File: src/rtl/ps2_host_tx.sv
// ps2_host_tx: host-to-device PS/2 command transmitter; only ever pulls the open-drain PS2C/PS2D lines low.
// Build macro PS2_TX_RESEND_EN: a failed ACK or a timeout triggers exactly one automatic retry of the latched frame.
module ps2_host_tx #(
   parameter int unsigned CLK_HZ         = 50_000_000,
   parameter int unsigned INHIBIT_CYCLES = 5000,
   parameter int unsigned TIMEOUT_CYCLES = 750000
) (
   input  logic       clk,
   input  logic       reset,
   input  logic [7:0] tx_data,
   input  logic       tx_valid,
   output logic       tx_ready,
   output logic       tx_done,
   output logic       tx_error,
   input  logic       PS2C,
   input  logic       PS2D,
   output logic       ps2c_pull_low,
   output logic       ps2d_pull_low
);

   localparam int unsigned INH_W = $clog2(INHIBIT_CYCLES + 1);
   localparam int unsigned TO_W  = $clog2(TIMEOUT_CYCLES + 1);

   localparam logic [INH_W-1:0] INH_LAST = INH_W'(INHIBIT_CYCLES - 1);
   localparam logic [INH_W-1:0] INH_PRE  = INH_W'(INHIBIT_CYCLES - 2);
   localparam logic [TO_W-1:0]  TO_MAX   = TO_W'(TIMEOUT_CYCLES);
   localparam logic             START_AT_ACCEPT = (INHIBIT_CYCLES == 1);

   typedef enum logic [2:0] {
      ST_IDLE,
      ST_INHIBIT,
      ST_REQ,
      ST_SHIFT,
      ST_ACK,
      ST_WAIT_IDLE
   } state_t;

   // CLK_HZ records the clock the cycle-count parameters were derived from.
   logic unused_clk_hz;
   assign unused_clk_hz = |CLK_HZ;

   logic [1:0]       ps2c_sync_q;
   logic [1:0]       ps2d_sync_q;
   logic             ps2c_prev_q;
   logic             ps2c_s;
   logic             ps2d_s;
   logic             fall;

   state_t           state_q;
   logic [9:0]       frame_q;
   logic [INH_W-1:0] inh_cnt_q;
   logic [TO_W-1:0]  to_cnt_q;
   logic [TO_W-1:0]  to_cnt_d;
   logic [3:0]       idx_q;
   logic             ack_ok_q;
   logic             tx_ready_q;
   logic             tx_done_q;
   logic             tx_error_q;
   logic             ps2c_pull_low_q;
   logic             ps2d_pull_low_q;
   logic             fail_timeout;
   logic             fail_nack;
   logic             retry_ok;

`ifdef PS2_TX_RESEND_EN
   logic             retry_q;
   assign retry_ok = !retry_q;
`else
   assign retry_ok = 1'b0;
`endif

   // Synchronisers reset to the idle (released) line level so reset never fakes a falling edge.
   always_ff @(posedge clk) begin
      if (reset) begin
         ps2c_sync_q <= 2'b11;
         ps2d_sync_q <= 2'b11;
         ps2c_prev_q <= 1'b1;
      end else begin
         ps2c_sync_q <= {ps2c_sync_q[0], PS2C};
         ps2d_sync_q <= {ps2d_sync_q[0], PS2D};
         ps2c_prev_q <= ps2c_sync_q[1];
      end
   end

   assign ps2c_s = ps2c_sync_q[1];
   assign ps2d_s = ps2d_sync_q[1];
   assign fall   = ps2c_prev_q & ~ps2c_s;

   always_comb begin
      to_cnt_d     = (to_cnt_q == TO_MAX) ? to_cnt_q : to_cnt_q + TO_W'(1);
      fail_timeout = (state_q inside {ST_REQ, ST_SHIFT, ST_ACK}) && (to_cnt_d == TO_MAX) &&
                     !(state_q == ST_ACK && fall);
      fail_nack    = (state_q == ST_WAIT_IDLE) && ps2c_s && ps2d_s && !ack_ok_q;
   end

   // NOTE: every assignment here is non-blocking, so a later assignment in the same edge
   // wins; the failure handling after the case relies on that to override the case arm.
   always_ff @(posedge clk) begin
      if (reset) begin
         state_q         <= ST_IDLE;
         frame_q         <= '0;
         inh_cnt_q       <= '0;
         to_cnt_q        <= '0;
         idx_q           <= '0;
         ack_ok_q        <= 1'b0;
         tx_ready_q      <= 1'b1;
         tx_done_q       <= 1'b0;
         tx_error_q      <= 1'b0;
         ps2c_pull_low_q <= 1'b0;
         ps2d_pull_low_q <= 1'b0;
`ifdef PS2_TX_RESEND_EN
         retry_q         <= 1'b0;
`endif
      end else begin
         tx_done_q  <= 1'b0;
         tx_error_q <= 1'b0;

         unique case (state_q)
            ST_IDLE: begin
               if (tx_valid && tx_ready_q) begin
                  frame_q         <= {1'b1, ~^tx_data, tx_data};
                  inh_cnt_q       <= '0;
                  ps2c_pull_low_q <= 1'b1;
                  ps2d_pull_low_q <= START_AT_ACCEPT;
                  tx_ready_q      <= 1'b0;
                  state_q         <= ST_INHIBIT;
`ifdef PS2_TX_RESEND_EN
                  retry_q         <= 1'b0;
`endif
               end
            end

            ST_INHIBIT: begin
               inh_cnt_q <= inh_cnt_q + INH_W'(1);
               if (inh_cnt_q == INH_PRE) begin
                  ps2d_pull_low_q <= 1'b1;
               end
               if (inh_cnt_q == INH_LAST) begin
                  ps2c_pull_low_q <= 1'b0;
                  ps2d_pull_low_q <= 1'b1;
                  to_cnt_q        <= '0;
                  state_q         <= ST_REQ;
               end
            end

            ST_REQ: begin
               idx_q   <= '0;
               state_q <= ST_SHIFT;
            end

            // Data changes while the device holds the clock low; idx 9 is the always-1 stop bit.
            ST_SHIFT: begin
               if (fall) begin
                  ps2d_pull_low_q <= ~frame_q[idx_q];
                  idx_q           <= idx_q + 4'd1;
                  if (idx_q == 4'd9) begin
                     state_q <= ST_ACK;
                  end
               end
            end

            ST_ACK: begin
               if (fall) begin
                  ack_ok_q <= ~ps2d_s;
                  state_q  <= ST_WAIT_IDLE;
               end
            end

            ST_WAIT_IDLE: begin
               if (ps2c_s && ps2d_s && ack_ok_q) begin
                  tx_done_q  <= 1'b1;
                  tx_ready_q <= 1'b1;
                  state_q    <= ST_IDLE;
               end
            end

            default: begin
               state_q <= ST_IDLE;
            end
         endcase

         if (state_q inside {ST_REQ, ST_SHIFT, ST_ACK}) begin
            to_cnt_q <= to_cnt_d;
         end

         if (fail_timeout || fail_nack) begin
            if (retry_ok) begin
               inh_cnt_q       <= '0;
               ps2c_pull_low_q <= 1'b1;
               ps2d_pull_low_q <= START_AT_ACCEPT;
               state_q         <= ST_INHIBIT;
`ifdef PS2_TX_RESEND_EN
               retry_q         <= 1'b1;
`endif
            end else begin
               ps2c_pull_low_q <= 1'b0;
               ps2d_pull_low_q <= 1'b0;
               tx_error_q      <= 1'b1;
               tx_ready_q      <= 1'b1;
               state_q         <= ST_IDLE;
            end
         end
      end
   end

   assign tx_ready      = tx_ready_q;
   assign tx_done       = tx_done_q;
   assign tx_error      = tx_error_q;
   assign ps2c_pull_low = ps2c_pull_low_q;
   assign ps2d_pull_low = ps2d_pull_low_q;

endmodule

File: config.mk
export PLATFORM = sky130hd
export DESIGN_NAME = ps2_host_tx
export DESIGN_NICKNAME = d
export VERILOG_FILES = /design/src/rtl/ps2_host_tx.sv
export SDC_FILE = /design/constraint.sdc
export NUM_CORES = 1
export LEC_CHECK = 0
export BUFFER_PORTS_ARGS = -buffer_cell sky130_fd_sc_hd__buf_2
export CORE_ASPECT_RATIO = 1.5
export CORE_MARGIN = 1
export CORE_UTILIZATION = 61
export DETAILED_ROUTE_END_ITERATION = 6
export HOLD_SLACK_MARGIN = 0.1
export PLACE_DENSITY = 0.8
export SLEW_MARGIN = 30
export SYNTH_ARGS = -nofsm -noshare
export SYNTH_HDL_FRONTEND = slang
export SYNTH_SLANG_ARGS = --single-unit
export TNS_END_PERCENT = 1
File: constraint.sdc
create_clock -name clk -period 3 [get_ports clk]
set_clock_uncertainty 0.1 [all_clocks]
set_input_delay 0.15 -clock clk [delete_from_list [all_inputs] [get_ports clk]]
set_output_delay 0.15 -clock clk [all_outputs]
set_load 0.03 [all_outputs]
==> results of run 1 <==
==> power breakdown <==
part / total, mW / switching, mW / internal (mW)
clock network: 0.715 / 0.338 / 0.377
logic: 0.297 / 0.194 / 0.104
registers: 0.875 / 0.0311 / 0.843
total: 1.89 / 0.563 / 1.32
==> layer usage <==
layer | wire (um) | vias up
met1 | 3270 | 1583
met4 | 401 | 0
met2 | 4730 | 94
li1 | - | 1638
met3 | 295 | 32
met5 | 0 | -
==> worst paths after layout <==
path	startpoint	end	slack (ns)	cells after the start
worst max register to register	to_cnt_q[2]$_SDFFE_PP0P_	tx_ready$_SDFFE_PP1P_	0.47	7
worst max-delay path	to_cnt_q[2]$_SDFFE_PP0P_	tx_ready$_SDFFE_PP1P_	0.47	7
worst min register to register	ps2c_sync_q[0]$_SDFF_PP1_	ps2c_sync_q[1]$_SDFF_PP1_	0.31	1
worst min-delay path	tx_valid	ps2d_pull_low$_SDFFE_PP0P_	0.16	4
==> final cells by class <==
class | count | area (um2) | share of cell area
Clock buffer | 9 | 124 | 0.0328
Clock inverter | 6 | 65.1 | 0.0172
Inverter | 9 | 33.8 | 0.00895
Multi-Input combinational cell | 349 | 2020 | 0.535
Sequential cell | 61 | 1220 | 0.323
Tap cell | 68 | 85.1 | 0.0225
Timing Repair Buffer | 32 | 225 | 0.0597
==> worst min-delay path: cells and delay by family <==
| family | cells | cell delay [ns] |
|---|---|---|
| AO/OA/AOI/OAI | 1 | 0.16 |
| AND/OR/NAND/NOR | 2 | 0.15 |
| buffers and inverters | 1 | 0.09 |
==> state kept, by name (all words and copies together) (netlist names) <==
name and count:
ps2c_pull_low 1, to_cnt_q 20, state_q 3, frame_q 10, ps2c_prev_q 1, tx_ready 1, ps2d_pull_low 1, ack_ok_q 1
ps2d_sync_q 2, idx_q 4, ps2c_sync_q 2, inh_cnt_q 13, tx_done 1, tx_error 1
==> cells in the mapped netlist, types with 4 or more instances <==
library cell,n
xnor2_1,10
nand2b_1,5
nor4_1,5
a21oi_1,47
a31oi_1,10
nand3_1,26
nor2_1,53
inv_1,9
clkbuf_1,16
nor3_1,16
ha_1,6
nand4_1,9
o21ai_0,23
a311oi_1,6
dfxtp_1,61
and3_1,7
a22oi_1,5
buf_2,7
or3_1,7
nand2_1,54
mux2i_1,4
or2_2,11
==> cells by family (layout without fill, tap and decap cells) <==
kind of cell,Yosys count,after routing
AND/OR/NAND/NOR,217,217
XOR/XNOR,12,12
AO/OA/AOI/OAI,107,107
flip-flops,61,61
multiplexers,7,7
buffers and inverters,36,56
adder cells (fa/ha/maj),6,6
==> metrics by stage <==
step | setup WS, ns | hold slack (ns) | util | total power, mW
2_1_floorplan | 0.746 | 0.154 | - | 1.09
3_3_place_gp | 0.587 | 0.233 | 0.664 | 1.16
3_5_place_dp | 0.523 | 0.235 | 0.664 | 1.17
4_1_cts | 0.511 | 0.158 | 0.719 | 1.89
5_1_grt | 0.329 | 0.202 | 0.720 | 1.96
6_report | 0.470 | 0.163 | 0.720 | 1.89
==> what timing repair did <==
item,in CTS,in global routing
buffers inserted,0,0
endpoints found under the setup margin,0,0
hold endpoints to repair,10,0
hold buffers,10,0
==> impl_metrics.tcl, run 1 <==
set metrics [dict create \
    critPathLaunchType "flop" \
    synth_fp_nets 465 \
    post_drt_via_cell_ratio 6.27 \
    synth-compound-area-share 0.184 \
    final-max-slew-violation-count 0 \
    drt-wirelength-per-cell_um 16.3 \
    static-leakage-power_nw 1.28 \
    coreArea_mm2 0.00525 \
    syn_area_per_cell_um2 7.63 \
    n_antenna_cell 0 \
    synthesis_to_finish_area_growth_pct 11.0 \
    drc 0 \
    routabilityCongestion 0.925 \
    synth.distinct_cells 52 \
    grt-ovfl-total 0 \
    min_period_ns 2.53 \
    path_class "reg -> reg" \
    muxShareOfSynthArea 0.0283 \
    ys_ff_latch 61 \
    simple_gate_portion_of_the_synthesized_area 0.328 \
    num_rows 32 \
    cts.clk_slew.worst_paths_ns 0.07 \
    max-slew-margin-rel 0.345 \
    synthFlopType "dfxtp_1" \
    groute.layer.met2.usage 0.599 \
    worstHoldPathType "in -> reg" \
    rsz_0062_raised_after_global_routing "no" \
    clock-root-buffer "clkbuf_8" \
    via_count 3347 \
    groute.usage.overall 0.321 \
    net_count_final 481 \
    achievable-frequency_mhz 395 \
    asyncSetResetFlopFracSynth 0 \
    place.detailed.instances 509 \
    ir_worst_vdd_v 0.000396 \
    cts_repair_resize_count 0 \
    use_met3 0.0366 \
    worst_path_dominant_cell_family "simple AND/OR/NAND/NOR gates" \
    largest_cells_by_area_after_synthesis "dfxtp_1 (36%), a21oi_1 (6.9%), nand2_1 (6.0%), nor2_1 (5.8%), nand3_1 (3.8%)" \
    fp.dieW_um 63.0 \
    grt_first_pass_wirelength_um 14700 \
    critPathMaxStageDelay_ns 0.55 \
    period_share 0.843 \
    transition_time_at_the_pin_with_the_least_slew_margin_ns 0.978 \
    critPathRequiredTime_ns 3.13 \
    clock_tree_from_tritoncts "done" \
    floorplan.initialDensity 0.649 \
    power_per_cell_area_mw_per_mm2 500 \
    postLayoutCellArea_mm2 0.00377 \
    design.portCount 18 \
    synthesized_area_fraction_occupied_by_xor_and_xnor_cells 0.0309 \
    finalNonFillerCells 534 \
    crit_buf_inv 0 \
    clockBufferDepth 2 \
    ctsHtreeMaxLevel 3 \
    arrival_ns 2.66 \
    gr_layer_usage_met1 0.319 \
    layout-drive-gt1-share 0.124 \
    die_height_um 93.5 \
    critical_path.cell_chain "and4_1, nand4_1, nor2_1, mux2_2, a21oi_1, and4bb_4, or3_1" \
    number_of_enable_flip_flop_cells_after_synthesis 0 \
    maxCapViolCount 0 \
    post_synth_design_cell_area_mm2 0.00340 \
    cts.sinks 61 \
    mostFrequentLayoutCells "dfxtp_1 (61), nand2_1 (54), nor2_1 (53)" \
    via_count_of_the_first_global_routing_pass 3272 \
    final_hold_viol_count 0 \
    synth_top_family_by_area "simple AND/OR/NAND/NOR gates" \
    drtIter0Drc 211 \
    cts_buffers 9 \
    yosys_warnings 0 \
    routed_wirelength_um 8700 \
    total_negative_setup_slack_ns 0 \
    cp-end-kind "flop" \
    dr.pass1.iters 4 \
    placed_area_mm2 0.00348 \
    syn-instance-count 446 \
    grt_most_used_layer "met2" \
    grt_start_max_net_pins 59 \
    cp_max_fo 11 \
    number_of_buffers_inserted_by_port_buffering 17 \
    fillCellCount 445 \
    final_antenna_net_count 0 \
    layout_commonest_cell "dfxtp_1" \
    hpwl_um 6000 \
    clkLatencyLatePin_ns 0.34 \
    outcome "completed" \
    die_area_mm2 0.00589 \
    initial_antenna_violation_count 0 \
    synth-seq-area-share 0.359 \
    slowest_stage "dfxtp_1" \
    synth_top_cell_by_area "dfxtp_1" \
    final-setup-viol-count 0 \
    synth_adder_area_share 0.0221 \
    yosys.area.top_type_share 0.359 \
]
(Power assumes the default switching activity.)
==> inputs of run 2 (changes only) <==
- CORE_UTILIZATION: 61 -> 55
- PLACE_DENSITY: 0.8 -> 0.76
- clock period: 3 -> 2.3 ns (I/O delays scaled with it)
==> run 2 against run 1 <==
Net effect:
- non-clock buffer count rose by 36
- first-iteration DRC count fell by 5.7%
- design area rose by 9.5%
- critical path depth rose by 2
- core utilization fell by 1.6 points
- flip-flop and latch count did not move
- die area rose by 11%
- via count rose by 4.9%
- register-to-register slack got worse by 0.45 ns
- highest routed layer unchanged
- clock-buffer cell count rose by 4
- largest cell class unchanged
- global-route usage fell by 0.70 points
- combinational power rose by 41%
==> impl_metrics.tcl, run 2 (synthesis results as in run 1) <==
set metrics [dict create \
    final-setup-viol-count 0 \
    layout_commonest_cell "dfxtp_1" \
    cts.clk_slew.worst_paths_ns 0.07 \
    cp_max_fo 7 \
    groute.usage.overall 0.314 \
    static-leakage-power_nw 1.50 \
    critPathRequiredTime_ns 2.43 \
    net_count_final 517 \
    cts.sinks 61 \
    ctsHtreeMaxLevel 3 \
    coreArea_mm2 0.00587 \
    dr.pass1.iters 5 \
    seqCellArea_mm2 0.00123 \
    via_count 3510 \
    drt-wirelength-per-cell_um 16.7 \
    multi_input_comb_area_mm2 0.00205 \
    fp.dieW_um 66.2 \
    transition_time_at_the_pin_with_the_least_slew_margin_ns 0.697 \
    synthesis_to_finish_area_growth_pct 21.5 \
    ir_worst_vdd_v 0.000527 \
    final_hold_viol_count 0 \
    utilization 0.704 \
    design.portCount 18 \
    cp-end-kind "flop" \
    cts_buffers 9 \
    drtIter0Drc 199 \
    fillCellCount 487 \
    initial_antenna_violation_count 0 \
    grt-ovfl-total 0 \
    number_of_buffers_inserted_by_port_buffering 17 \
    clkLatencyLatePin_ns 0.34 \
    maxCapViolCount 0 \
    final_antenna_net_count 0 \
    via_count_of_the_first_global_routing_pass 3416 \
    finalNonFillerCells 575 \
    rsz_0062_raised_after_global_routing "yes" \
    clock_tree_from_tritoncts "done" \
    biggestRegsByFlops "to_cnt_q x20, inh_cnt_q x13, frame_q x10" \
    routed_wirelength_um 9600 \
    achievable-frequency_mhz 438 \
    num_rows 34 \
    grt_first_pass_wirelength_um 15400 \
    layout-drive-gt1-share 0.207 \
    largest_reg_flops 20 \
    worstHoldPathType "in -> reg" \
    mostFrequentLayoutCells "dfxtp_1 (56), nand2_1 (53), nor2_1 (51)" \
    place.detailed.instances 549 \
    use_met3 0.0584 \
    critPathLaunchType "flop" \
    die_area_mm2 0.00651 \
    clock-root-buffer "clkbuf_8" \
    arrival_ns 2.41 \
    groute.layer.met2.usage 0.579 \
    cts_setup_buffers 0 \
    max-slew-margin-rel 0.535 \
    outcome "completed" \
    final-max-slew-violation-count 0 \
    post_drt_via_cell_ratio 6.10 \
    die_height_um 98.3 \
    grt_most_used_layer "met2" \
    hpwl_um 6710 \
    clockBufferDepth 2 \
    n_antenna_cell 0 \
    routabilityCongestion 0.926 \
    floorplan.initialDensity 0.579 \
    period_share 0.993 \
    drc 0 \
    path_class "reg -> reg" \
    power_per_cell_area_mw_per_mm2 642 \
    grt_start_max_net_pins 37 \
    registers.top_by_ff_count "to_cnt_q" \
    min_period_ns 2.28 \
    gr_layer_usage_met1 0.315 \
    total_negative_setup_slack_ns 0 \
]
-- run 2: changes by cell type in the layout (fill, tap and decap cells not counted), moves of 3 or more --
cell and delta:
buf_4 +34, dfxtp_1 -5, dfxtp_2 +5, clkinvlp_4 -3
-- run 2: final timing paths --
kind / cells after the start / startpoint / slack [ns] / to
setup / recovery: 9 / to_cnt_q[4]$_SDFFE_PP0P_ / 0.02 / tx_ready$_SDFFE_PP1P_
hold / removal: 4 / tx_valid / 0.15 / ps2d_pull_low$_SDFFE_PP0P_
setup reg to reg: 9 / to_cnt_q[4]$_SDFFE_PP0P_ / 0.02 / tx_ready$_SDFFE_PP1P_
hold reg to reg: 1 / ps2d_sync_q[0]$_SDFF_PP1_ / 0.32 / ps2d_sync_q[1]$_SDFF_PP1_
-- run 2: metrics by stage --
stage | hold WS (ns) | area [um2] | power, mW | setup slack, ns
after floorplan | 0.119 | 3400 | 1.42 | 0.0457
after global placement | 0.200 | 3770 | 1.55 | 0.0335
after detailed placement | 0.203 | 3770 | 1.56 | 0.0201
after CTS | 0.131 | 4100 | 2.65 | 0.00661
after global routing | 0.168 | 4130 | 2.76 | -0.0559
final | 0.149 | 4130 | 2.65 | 0.0164
-- run 2: report_power, final --
group	total [mW]	internal (mW)	leakage [nW]	switching [mW]
clock	1.09	0.671	0.110	0.421
combinational	0.418	0.160	0.892	0.259
sequential	1.14	1.10	0.497	0.0427
total	2.65	1.93	1.50	0.722
-- run 2: area by class of cell --
cell class,instances,share of cell area
tap,72,0.0218
multi-input combinational,349,0.496
timing repair buffer,68,0.122
clock inverter,3,0.0163
sequential,61,0.297
clock buffer,13,0.0384
inverter,9,0.00817
-- run 2: layer usage --
metal	share of wire	vias to the layer above
met5	0	-
met3	0.035	35
met2	0.54	101
li1	-	1709
met4	0.047	0
met1	0.38	1665
-- run 2: worst max-delay path, stage by stage, from the launching register on --
cell      delay, ns
dfxtp_1        0.37
buf_4          0.17
nand4_2        0.19
buf_4          0.22
nor2_1         0.22
nand3_1        0.15
nand2_1        0.10
a21oi_1        0.08
and4bb_4       0.23
or3_1          0.33
-- run 2: repair_timing --
item,4_1_cts,5_1_grt
hold buffers,10,0
resized for setup,2,10
pin swaps,0,1
gates cloned,0,0
setup endpoints to repair,1,15
hold endpoints to repair,10,0
